### src/rtl/op_sequencer.sv
// Command-queued sequencer for a shared datapath unit: buffers op codes, issues
// them one at a time over a start/finish handshake, counts completions, flags timeouts.
module op_sequencer #(
  parameter int DEPTH   = 4,
  parameter int TIMEOUT = 255,
  parameter int CNT_W   = 8
) (
  input  logic             clk,
  input  logic             rst,
  input  logic             cmd_valid,
  input  logic [2:0]       cmd_sel,
  output logic             cmd_ready,
  input  logic             en,
  input  logic             finish,
  input  logic             clr_err,
  output logic             start,
  output logic [2:0]       sel,
  output logic             busy,
  output logic             done,
  output logic             timeout_err,
  output logic [CNT_W-1:0] op_count
);

  localparam int AW = (DEPTH > 1) ? $clog2(DEPTH) : 1;
  localparam int TW = (TIMEOUT > 1) ? $clog2(TIMEOUT) : 1;
  localparam logic [TW-1:0] T_LAST   = TW'(TIMEOUT - 1);
  localparam logic [AW:0]   FULL_CNT = (AW + 1)'(DEPTH);

  typedef enum logic [2:0] {
    S_IDLE,
    S_ISSUE,
    S_WAIT,
    S_DONE,
    S_ERR
  } state_t;

  state_t          state, state_n;
  logic [2:0]      mem [DEPTH];
  logic [AW-1:0]   wr_ptr, rd_ptr;
  logic [AW:0]     count;
  logic            full, empty, push, pop;
  logic [TW-1:0]   timer;

  always_ff @(posedge clk or posedge rst) begin
    if (rst) state <= S_IDLE;
    else     state <= state_n;
  end

  always_comb begin
    state_n = state;
    case (state)
      S_IDLE:  if (en && !empty && !timeout_err) state_n = S_ISSUE;
      S_ISSUE: state_n = S_WAIT;
      // finish takes priority over an expiring timer in the same cycle
      S_WAIT: begin
        if (finish)               state_n = S_DONE;
        else if (timer == T_LAST) state_n = S_ERR;
      end
      S_DONE:  state_n = S_IDLE;
      S_ERR:   state_n = S_IDLE;
      default: state_n = S_IDLE;
    endcase
  end

  always_comb begin
    full      = (count == FULL_CNT);
    empty     = (count == '0);
    cmd_ready = !full;
    push      = cmd_valid && !full;
    pop       = (state == S_IDLE) && (state_n == S_ISSUE);
    busy      = (state != S_IDLE) || !empty;
  end

  // Command FIFO: payload storage needs no reset, only the pointers do
  always_ff @(posedge clk) begin
    if (push) mem[wr_ptr] <= cmd_sel;
  end

  always_ff @(posedge clk or posedge rst) begin
    if (rst) begin
      wr_ptr <= '0;
      rd_ptr <= '0;
      count  <= '0;
    end else begin
      if (push) wr_ptr <= wr_ptr + 1'b1;
      if (pop)  rd_ptr <= rd_ptr + 1'b1;
      case ({push, pop})
        2'b10:   count <= count + 1'b1;
        2'b01:   count <= count - 1'b1;
        default: count <= count;
      endcase
    end
  end

  // Handshake outputs are registered from the next state so they are glitch-free
  always_ff @(posedge clk or posedge rst) begin
    if (rst) begin
      timer       <= '0;
      start       <= 1'b0;
      done        <= 1'b0;
      sel         <= 3'd0;
      timeout_err <= 1'b0;
      op_count    <= '0;
    end else begin
      if (state == S_ISSUE)
        timer <= '0;
      else if ((state == S_WAIT) && !finish && (timer != T_LAST))
        timer <= timer + 1'b1;
      start <= (state_n == S_ISSUE);
      done  <= (state_n == S_DONE);
      if (pop) sel <= mem[rd_ptr];
      if (state == S_ERR)  timeout_err <= 1'b1;
      else if (clr_err)    timeout_err <= 1'b0;
      if (state == S_DONE) op_count <= op_count + 1'b1;
    end
  end

endmodule

### config.mk
export PLATFORM = sky130hd
export DESIGN_NAME = op_sequencer
export DESIGN_NICKNAME = d
export VERILOG_FILES = /design/src/rtl/op_sequencer.sv
export SDC_FILE = /design/constraint.sdc
export NUM_CORES = 1
export LEC_CHECK = 0
export CAP_MARGIN = 10
export CORE_UTILIZATION = 37
export CTS_CLUSTER_DIAMETER = 80
export DETAILED_ROUTE_END_ITERATION = 16
export GPL_ROUTABILITY_DRIVEN = 0
export GPL_TIMING_DRIVEN = 0
export HOLD_SLACK_MARGIN = 0.06
export PLACE_DENSITY_LB_ADDON = 0.2
export SLEW_MARGIN = 20
export SYNTH_ARGS = -nofsm -noshare
export SYNTH_HDL_FRONTEND = slang
export SYNTH_SLANG_ARGS = --single-unit
### constraint.sdc
create_clock -name clk -period 6.2 [get_ports clk]
set_clock_uncertainty 0.15 [all_clocks]
set_input_delay 0.93 -clock clk [delete_from_list [all_inputs] [get_ports clk]]
set_output_delay 0.93 -clock clk [all_outputs]
set_load 0.02 [all_outputs]
==> results of run 1 <==
-- worst max-delay path by stage --
stage                                end  slack [ns]  depth (start not counted)
floorplan           count[2]$_DFFE_PP0P_        3.69                          7
global placement    count[2]$_DFFE_PP0P_        3.01                          8
detailed placement  count[2]$_DFFE_PP0P_        2.91                          8
finish                              busy        3.13                          4
CTS                                 busy        3.13                          3
global route                        busy        3.03                          3
-- area by class of cell --
| cell class | instances | area share [%] |
|---|---|---|
| inverters | 11 | 1.63 |
| repair buffers | 24 | 9.48 |
| plain buffers | 6 | 1.28 |
| well taps | 70 | 3.46 |
| clock buffers | 7 | 3.85 |
| flip-flops and latches | 44 | 45.8 |
| multi-input cells | 101 | 33.3 |
| clock inverters | 1 | 1.19 |
-- Yosys cell counts (all sizes together) --
master	instances	area [um2]
dfrtp	32	801
edfxtp	12	360
inv	11	41.3
ha	8	100
nand2	8	30.0
xor2	8	70.1
and3	7	43.8
nor3	7	35.0
nand4	6	37.5
mux2	5	56.3
mux2i	5	50.1
xnor2	5	43.8
buf	4	25.0
nand2b	4	25.0
nor2	4	15.0
a21oi	3	15.0
mux4	3	67.6
nor4b	3	41.3
a211oi	2	15.0
a41oi	2	17.5
and4	2	17.5
clkbuf	2	7.51
nand3	2	10.0
nand4b	2	17.5
or3b	2	17.5
a311oi	1	8.76
and2	1	6.26
and3b	1	8.76
fa	1	20.0
nand3b	1	7.51
o2111a	1	11.3
o211ai	1	7.51
o21a	1	7.51
o21ai	1	5.00
o311ai	1	8.76
o32ai	1	8.76
or2	1	6.26
or3	1	11.3
-- layer usage --
metal | vias up | routed length (um) | global-route usage (%)
met1 | 684 | 1720 | 17.5
met3 | 5 | 183 | 4.52
met5 | - | 0 | 0
li1 | 649 | - | -
met4 | 0 | 50 | 5.19
met2 | 39 | 1860 | 21.8
-- kinds of logic (layout without fill, tap and decap cells) --
logic type	Yosys count	after routing
multiplexers	13	13
XOR/XNOR	13	13
buffers and inverters	17	49
flip-flops	44	44
AO/OA/AOI/OAI	14	14
adder cells (fa/ha/maj)	9	9
AND/OR/NAND/NOR	52	52
-- worst register-to-register path, delay by kind of cell (launching register included) --
family        cells  cell delay [ns]
xor+xnor          2             0.33
fa+ha+maj         2             0.66
buf+inv           2             0.26
flops             1             0.37
simple gates      3             1.00
-- report_power, final --
part	switching (W)	internal, W
Combinational	0.000213	0.000209
Clock	0.0000976	0.000145
Sequential	0.0000693	0.000386
Total	0.000380	0.000740
-- sequential cells by signal, summed over array words and instances, names as in the netlist --
name and flops:
timer 8, mem 12, rd_ptr 2, count 3, op_count 8, sel 3, start 1, wr_ptr 2
done 1, state 3, timeout_err 1
-- through the flow --
step | hold WS (ns) | instances | cell area, um2 | power, W
finish | 0.316 | 264 | 2530 | 0.00112
global route | 0.335 | 264 | 2530 | 0.00119
CTS | 0.324 | 264 | 2530 | 0.00113
detailed placement | 0.308 | 256 | 2410 | 0.000885
global placement | 0.308 | 256 | 2410 | 0.000858
floorplan | 0.307 | 162 | 2080 | 0.000738
==> implementation parameters, run 1 <==
Parameter                              Value

Cells and area
  Count of nets after finishing    roughly 210
  Area of the multi-input gates    843 um2
  Filler Cells Inserted    490
  Syn-to-layout area delta    21.9%
  Commonest cells after routing, fill and taps aside    32 x dfrtp_1, 24 x clkdlybuf4s50_1, 12 x edfxtp_1
  Area used by sequential logic in the layout    1160 um2
  Number of antenna cells inserted    0
  Core occupancy in the finished layout    48.1%
  Most common library cell in the layout ignoring fill and taps    dfrtp_1
  Fraction of final layout cells sized beyond drive strength 1    12.4%

Worst setup path
  Highest cell delay on the worst timing path    0.56 ns
  Depth of the worst register-to-register path    9
  Buffer and inverter count on the worst path    2
  Worst r2r dst    count[2]$_DFFE_PP0P_
  Worst Setup End Kind    primary output
  Required time worst endpoint    between 5 and 6 ns
  Crit path max-delay family    buffers and inverters
  Cell at the slowest stage of the critical path    clkdlybuf4s50_1
  CP max FO    10
  Kind of critical path    reg -> out
  Setup slack, reg-to-reg    3.35 ns
  Worst Path Arrival    1.99 ns
  Critical Path Source Type    register
  Setup crit start    state[2]$_DFF_PP0_
  Launch point of the worst reg-to-reg path    state[2]$_DFF_PP0_
  Cell chain of the critical path    clkbuf_1, or3_4, nand2b_1, clkdlybuf4s50_1

CTS
  Clock slew at the register clock pins of the worst setup and hold paths    around 0.08 ns
  CTS sink cnt    44
  Setup fix buffers added after clock tree synthesis    0
  CTS Hold Bufs    0
  Root buffer cell    clkbuf_8
  Quantity of gates resized following cts    0
  Cts bufs inserted    5
  Worst-Skew Late Latency    0.29 ns
  CTS tree    done
  Largest buffer count on any clock path    2
  CTS H-tree depth    2

Outcome
  Result of the run    finished clean

Timing
  Final sum of negative setup slack    0 ns
  Worst slew margin relative to its limit    approximately 54%
  Peak clock frequency supported by timing    326 MHz
  Unrepaired setup endpoints after global routing    no
  Final cycle utilization of the critical path    49.4%
  Min cycle time layout    3.07 ns
  Endpoints failing hold    0
  Final slew viol count    0
  Least-Margin Pin Slew    0.691 ns
  Number of setup violations in the final report    0
  Final setup margin    3.13 ns

Run
  Maxcap violations    0

Placed design
  Post-placement worst setup slack    2.91 ns
  Dpl hpwl    2.68 mm
  Count of buffers from port buffering    24

Route
  Number of detailed-routing iterations run before antenna repair    4
  Number of violations reported at the end of detailed-routing iteration 0    92
  Per-cell routed wire length    14.4 um
  Vias/cell    5.22
  Final Routed Wirelength    3.81 mm
  Detailed-route via count    1,377
  Antenna violation net count after detailed routing    0
  Drc violations    0

Yosys
  Synthesized area    2080 um2
  Post-synthesis share of cell area spent on full adders, half adders and majority gates    5.78%
  Synth Net Count    180
  Post-synthesis cell type count    between 40 and 50
  Fraction of the mapped netlist area in compound gates    5.06%
  Proportion of synthesized chip area in sequential cells    55.9%
  Yosys warning total    0
  Syn Area/Cell    12.8 um2
  Mux cell area share after synthesis    under 10%
  Dominant combinational cell family by area after synthesis    simple AND/OR/NAND/NOR gates
  Area fraction in and, or, nand and nor cells after synthesis    15.9%
  Synth Instances    162
  Synth Area in XOR/XNOR    under 10%
  Number of synthesized register bits    44

GRT
  Global-route wire length before repair    6.25 mm
  Total GRT Usage    between 10 and 15%
  Largest net degree at the start of global routing    33
  Vias in the first global route    about 1,300
  Antenna violations before repair    0
  Remaining Overflow, GRT    0

Die
  Chip width    between 70 and 80 um
  Effective utilization at floorplan    39.4%
  Die area    between 5000 and 6000 um2
  I/O pin count    25
  Core ar.    5270 um2
  Number of rows in the core area    26
  Die Ht    76.9 um

Power
  Pwr dens    442 nW/um2
  Leakage    1.08 nW
  Worst ir drop on vdd    159 uV

Min path
  Depth of the worst hold-timing path    1
  Hold/Removal Path Class    reg -> reg
  HP Start    op_count[7]$_DFFE_PP0N_
  Hold Crit Endpoint    op_count[7]$_DFFE_PP0N_
Power figures use the tool's default switching activity.
==> run 2: changes to the inputs <==
- clock period: 6.2 -> 2.5 ns (I/O delays scaled with it)
==> implementation parameters, run 2 (synthesis gave the netlist of run 1 again) <==
Parameter                              Value

Cells and area
  Count of nets after finishing    between 200 and 250
  Core occupancy in the finished layout    49.0%
  Commonest cells after routing, fill and taps aside    30 x dfrtp_1, 22 x clkdlybuf4s50_1, 12 x edfxtp_1
  Fraction of final layout cells sized beyond drive strength 1    17.7%
  Most common library cell in the layout ignoring fill and taps    dfrtp_1
  Max FFs per register    12
  Number of antenna cells inserted    0
  Post-layout instance count excluding filler cells    ~270
  Syn-to-layout area delta    24.2%
  Regs by FF count    mem x12, op_count x8, timer x8
  Register containing the most flip-flops in the final layout    mem

Route
  Final Routed Wirelength    3.88 mm
  Number of violations reported at the end of detailed-routing iteration 0    70
  Drc violations    0
  Detailed-route via count    roughly 1,400
  Antenna violation net count after detailed routing    0
  Per-cell routed wire length    14.5 um
  Number of detailed-routing iterations run before antenna repair    4
  Vias/cell    5.15

Die
  Die Ht    76.9 um
  I/O pin count    25
  Number of rows in the core area    26
  Die area    between 5000 and 6000 um2
  Core ar.    about 5300 um2
  Effective utilization at floorplan    ~39%
  Chip width    76.9 um

Placed design
  Count of buffers from port buffering    24
  Placed Cells    256
  Dpl hpwl    2.68 mm
  Post-placement worst setup slack    -0.320 ns

Timing
  Worst slew margin relative to its limit    approximately 54%
  Endpoints failing hold    0
  Final cycle utilization of the critical path    99.0%
  Number of setup violations in the final report    0
  Unrepaired setup endpoints after global routing    yes
  Peak clock frequency supported by timing    404 MHz
  Final setup margin    about 0.025 ns
  Final slew viol count    0
  Least-Margin Pin Slew    0.688 ns
  Min cycle time layout    2.47 ns

Worst setup path
  CP max FO    2
  Cell repeated most along the worst path    xor2_1
  Worst Setup End Kind    register
  Highest cell delay on the worst timing path    0.38 ns
  Cell chain of the critical path    buf_6, or3_4, nor4b_4, ha_2, inv_2, fa_2, xor2_1, nor2_1, xor2_1
  Critical Path Source Type    register
  Buffer and inverter count on the worst path    2
  Kind of critical path    reg -> reg
  Cell at the slowest stage of the critical path    dfrtp_1
  Crit path max-delay family    simple AND/OR/NAND/NOR gates
  Worst Path Arrival    2.54 ns
  Required time worst endpoint    between 2 and 3 ns

GRT
  Total GRT Usage    13.9%
  Vias in the first global route    1,302
  Global-route wire length before repair    6.31 mm
  Remaining Overflow, GRT    0
  Antenna violations before repair    0
  Largest net degree at the start of global routing    33

CTS
  CTS H-tree depth    2
  Clock slew at the register clock pins of the worst setup and hold paths    0.08 ns
  CTS sink cnt    44
  Root buffer cell    clkbuf_8
  CTS tree    done
  Worst-Skew Late Latency    0.29 ns
  Largest buffer count on any clock path    2
  Cts bufs inserted    5

Power
  Clock share of power    21.1%
  Pwr dens    1100 nW/um2
  Sequential group share of total power    40.0%
  Internal power contribution    0.00188 W
  Worst ir drop on vdd    395 uV
  Combinational share of power    38.9%
  Power spent charging and discharging nets    roughly 0.00096 W
  Switching power as a share of total power    33.7%
  Leakage    around 1.1 nW

Min path
  Hold/Removal Path Class    reg -> reg

Run
  Maxcap violations    0

Outcome
  Result of the run    finished clean
==> run 2: final timing paths <==
check / from / to / slack [ns] / cells past startpoint
min in group asynchronous: rst / wr_ptr[1]$_DFFE_PP0P_ / 0.35 / 2
max: state[1]$_DFF_PP0_ / count[2]$_DFFE_PP0P_ / 0.03 / 9
max in group asynchronous: rst / state[2]$_DFF_PP0_ / 1.37 / 2
min: op_count[7]$_DFFE_PP0N_ / op_count[7]$_DFFE_PP0N_ / 0.32 / 1
min reg2reg: op_count[7]$_DFFE_PP0N_ / op_count[7]$_DFFE_PP0N_ / 0.32 / 1
max reg2reg: state[1]$_DFF_PP0_ / count[2]$_DFFE_PP0P_ / 0.03 / 9
==> run 2: metrics by stage <==
step	total power (W)	hold WS [ns]	setup TNS [ns]	cell area [um2]
floorplan	0.00183	0.307	0	2080
global placement	0.00213	0.308	-0.234	2410
detailed placement	0.00220	0.308	-0.397	2410
CTS	0.00285	0.324	-0.0588	2560
global route	0.00302	0.335	-0.0406	2580
finish	0.00284	0.317	0	2580
==> run 2: repair_timing <==
| action | in CTS | in global routing |
|---|---|---|
| endpoints found under the setup margin | 3 | 1 |
| hold buffers | 0 | 0 |
| buffers inserted | 4 | 2 |
| pin swaps | 5 | 3 |
| gates resized for setup | 6 | 2 |
==> run 2: final cells by class <==
type                            count  area (um2)
Sequential cell                    44        1160
Clock buffer                        7        97.6
Inverter                           11        41.3
Fill cell                         483        2690
Multi-Input combinational cell    101         851
Buffer                              4        23.8
Clock inverter                      1        30.0
Timing Repair Buffer               30         287
Tap cell                           70        87.6
==> run 2: power groups by stage <==
| stage | logic, W | clock network [W] | registers (W) |
|---|---|---|---|
| 5_1_grt | 0.00121 | 0.000645 | 0.00116 |
| 3_3_place_gp | 0.000996 | 0 | 0.00113 |
| 3_5_place_dp | 0.00105 | 0 | 0.00115 |
| 6_report | 0.00110 | 0.000599 | 0.00113 |
| 4_1_cts | 0.00110 | 0.000608 | 0.00114 |
| 2_1_floorplan | 0.000632 | 0 | 0.00120 |
==> run 2: worst reg2reg max path, cell delays in order (launching register included) <==
cell and delay, ns:
dfrtp_1 0.38, buf_6 0.11, or3_4 0.37, nor4b_4 0.30, ha_2 0.27, inv_2 0.04
fa_2 0.32, xor2_1 0.14, nor2_1 0.13, xor2_1 0.17
==> run 2: layer usage <==
metal | vias to the layer above | track usage (%) | routed length, um
met4 | 0 | 4.62 | 51
met5 | - | 0 | 0
met2 | 34 | 22.5 | 1880
met3 | 6 | 4.52 | 183
met1 | 690 | 17.5 | 1770
li1 | 651 | - | -
==> run 3: changes to the inputs <==
- CELL_PAD_IN_SITES_DETAIL_PLACEMENT: default -> 2
- CELL_PAD_IN_SITES_GLOBAL_PLACEMENT: default -> 2
- CORE_UTILIZATION: 37 -> 34
- REMOVE_ABC_BUFFERS: default -> 1
==> implementation parameters, run 3 (synthesis gave the netlist of run 1 again) <==
Parameter                              Value

Timing
  Endpoints failing hold    0
  Worst slew margin relative to its limit    37.9%
  Final setup margin    between 0.07 and 0.08 ns
  Peak clock frequency supported by timing    413 MHz
  WHS    0.332 ns
  Final cycle utilization of the critical path    96.9%
  Min cycle time layout    2.42 ns
  Least-Margin Pin Slew    0.929 ns
  Final slew viol count    0
  Number of setup violations in the final report    0

Run
  Maxcap violations    0

CTS
  Cts bufs inserted    5
  CTS H-tree depth    2
  CTS sink cnt    44
  Root buffer cell    clkbuf_8
  Largest buffer count on any clock path    2
  CTS tree    done
  Worst-Skew Late Latency    0.29 ns
  Clock slew at the register clock pins of the worst setup and hold paths    roughly 0.090 ns
  CTS Hold Bufs    0

Route
  Vias/cell    5.17
  Number of violations reported at the end of detailed-routing iteration 0    45
  Sum of met3 wire segment lengths after detailed routing    86 um
  Highest metal layer used by the detailed router    met4
  Routed met1 length    ~2.0 mm
  Detailed-route via count    1,392
  Final Routed Wirelength    approximately 4.7 mm
  Per-cell routed wire length    approximately 18 um
  Number of detailed-routing iterations run before antenna repair    2
  Drc violations    0
  Length of routed met2 wiring    2.61 mm
  Antenna violation net count after detailed routing    0

Cells and area
  Count of nets after finishing    211
  Syn-to-layout area delta    23.2%
  Number of antenna cells inserted    0
  Filler Cells Inserted    599
  Commonest cells after routing, fill and taps aside    29 x dfrtp_1, 24 x clkdlybuf4s50_1, 12 x edfxtp_1
  Max FFs per register    12
  Regs by FF count    mem x12, op_count x8, timer x8
  Fraction of final layout cells sized beyond drive strength 1    between 10% and 20%
  Register containing the most flip-flops in the final layout    mem
  Most common library cell in the layout ignoring fill and taps    dfrtp_1

Worst setup path
  CP max FO    4
  Highest cell delay on the worst timing path    0.42 ns
  Required time worst endpoint    2.57 ns
  Cell repeated most along the worst path    xor2_1
  Worst Path Arrival    2.50 ns
  Worst Setup End Kind    register
  Cell chain of the critical path    or3_4, nor4b_4, ha_2, inv_2, fa_2, xor2_1, nor2_1, xor2_1
  Kind of critical path    reg -> reg
  Critical Path Source Type    register
  Depth of the worst register-to-register path    8
  Cell at the slowest stage of the critical path    dfrtp_2

Die
  Die area    6430 um2
  Number of rows in the core area    28
  Die Ht    roughly 80 um
  Core ar.    5920 um2
  Effective utilization at floorplan    35.1%
  Chip width    80.2 um
  I/O pin count    25

Power
  Leakage    1.08 nW
  Worst ir drop on vdd    436 uV
  Pwr dens    1100 nW/um2

Placed design
  Post-placement worst setup slack    -0.352 ns
  Dpl hpwl    between 3 and 4 mm
  Count of buffers from port buffering    24

Min path
  Depth of the worst hold-timing path    1
  Hold/Removal Path Class    reg -> reg

GRT
  Total GRT Usage    between 15 and 20%
  Antenna violations before repair    0
  Vias in the first global route    1,515
  Remaining Overflow, GRT    0
  Global-route wire length before repair    between 7 and 8 mm
  Largest net degree at the start of global routing    33

Outcome
  Result of the run    finished clean
==> run 3: worst paths after layout <==
| check | start | end | slack [ns] |
|---|---|---|---|
| worst min-delay path | op_count[7]$_DFFE_PP0N_ | op_count[7]$_DFFE_PP0N_ | 0.33 |
| max in group asynchronous | rst | state[0]$_DFF_PP0_ | 1.36 |
| min in group asynchronous | rst | count[1]$_DFFE_PP0P_ | 0.35 |
| worst max register to register | state[0]$_DFF_PP0_ | count[2]$_DFFE_PP0P_ | 0.08 |
| worst max-delay path | state[0]$_DFF_PP0_ | count[2]$_DFFE_PP0P_ | 0.08 |
| worst min register to register | op_count[7]$_DFFE_PP0N_ | op_count[7]$_DFFE_PP0N_ | 0.33 |
==> run 3: area by class of cell <==
class	instances	area, um2	share of cell area, %
sequential	44	1160	45.5
clock inverter	3	46.3	1.81
multi-input combinational	101	860	33.6
clock buffer	5	68.8	2.69
tap	75	93.8	3.67
timing repair buffer	30	285	11.1
inverter	11	41.3	1.61
==> run 3: per-stage QoR <==
stage                     utilization, %  std cells  power, W  cell area [um2]  TNS [ns]
after floorplan                        -        156   0.00180             2050         0
after global placement              40.2        255   0.00212             2380     -2.95
after detailed placement            40.3        255   0.00221             2390    -0.547
after CTS                           42.8        266   0.00284             2530   -0.0618
after global routing                43.2        269   0.00299             2560  -0.00347
final                               43.2        269   0.00280             2560         0
==> run 3: metal layers <==
metal / track usage (%) / vias up
li1: - / 648
met1: 17.7 / 721
met2: 29.4 / 19
met3: 2.73 / 4
met4: 7.32 / 0
met5: 0 / -
==> run 3: timing repair <==
action | in CTS | in global routing
endpoints found under the setup margin | 3 | 1
gates resized for setup | 5 | 2
pin swaps | 2 | 5
buffers inserted | 3 | 3
==> run 3: critical path, delay by kind of cell, from the launching register on <==
kind	cells	cell delay (ns)
buf+inv	1	0.04
fa+ha+maj	2	0.60
xor+xnor	2	0.29
simple gates	3	0.85
flops	1	0.42
==> run 3: report_power, final <==
part | switching, W | internal (W) | leakage (nW)
registers | 0.000223 | 0.000961 | 0.516
logic | 0.000527 | 0.000537 | 0.511
clock network | 0.000256 | 0.000301 | 0.0548
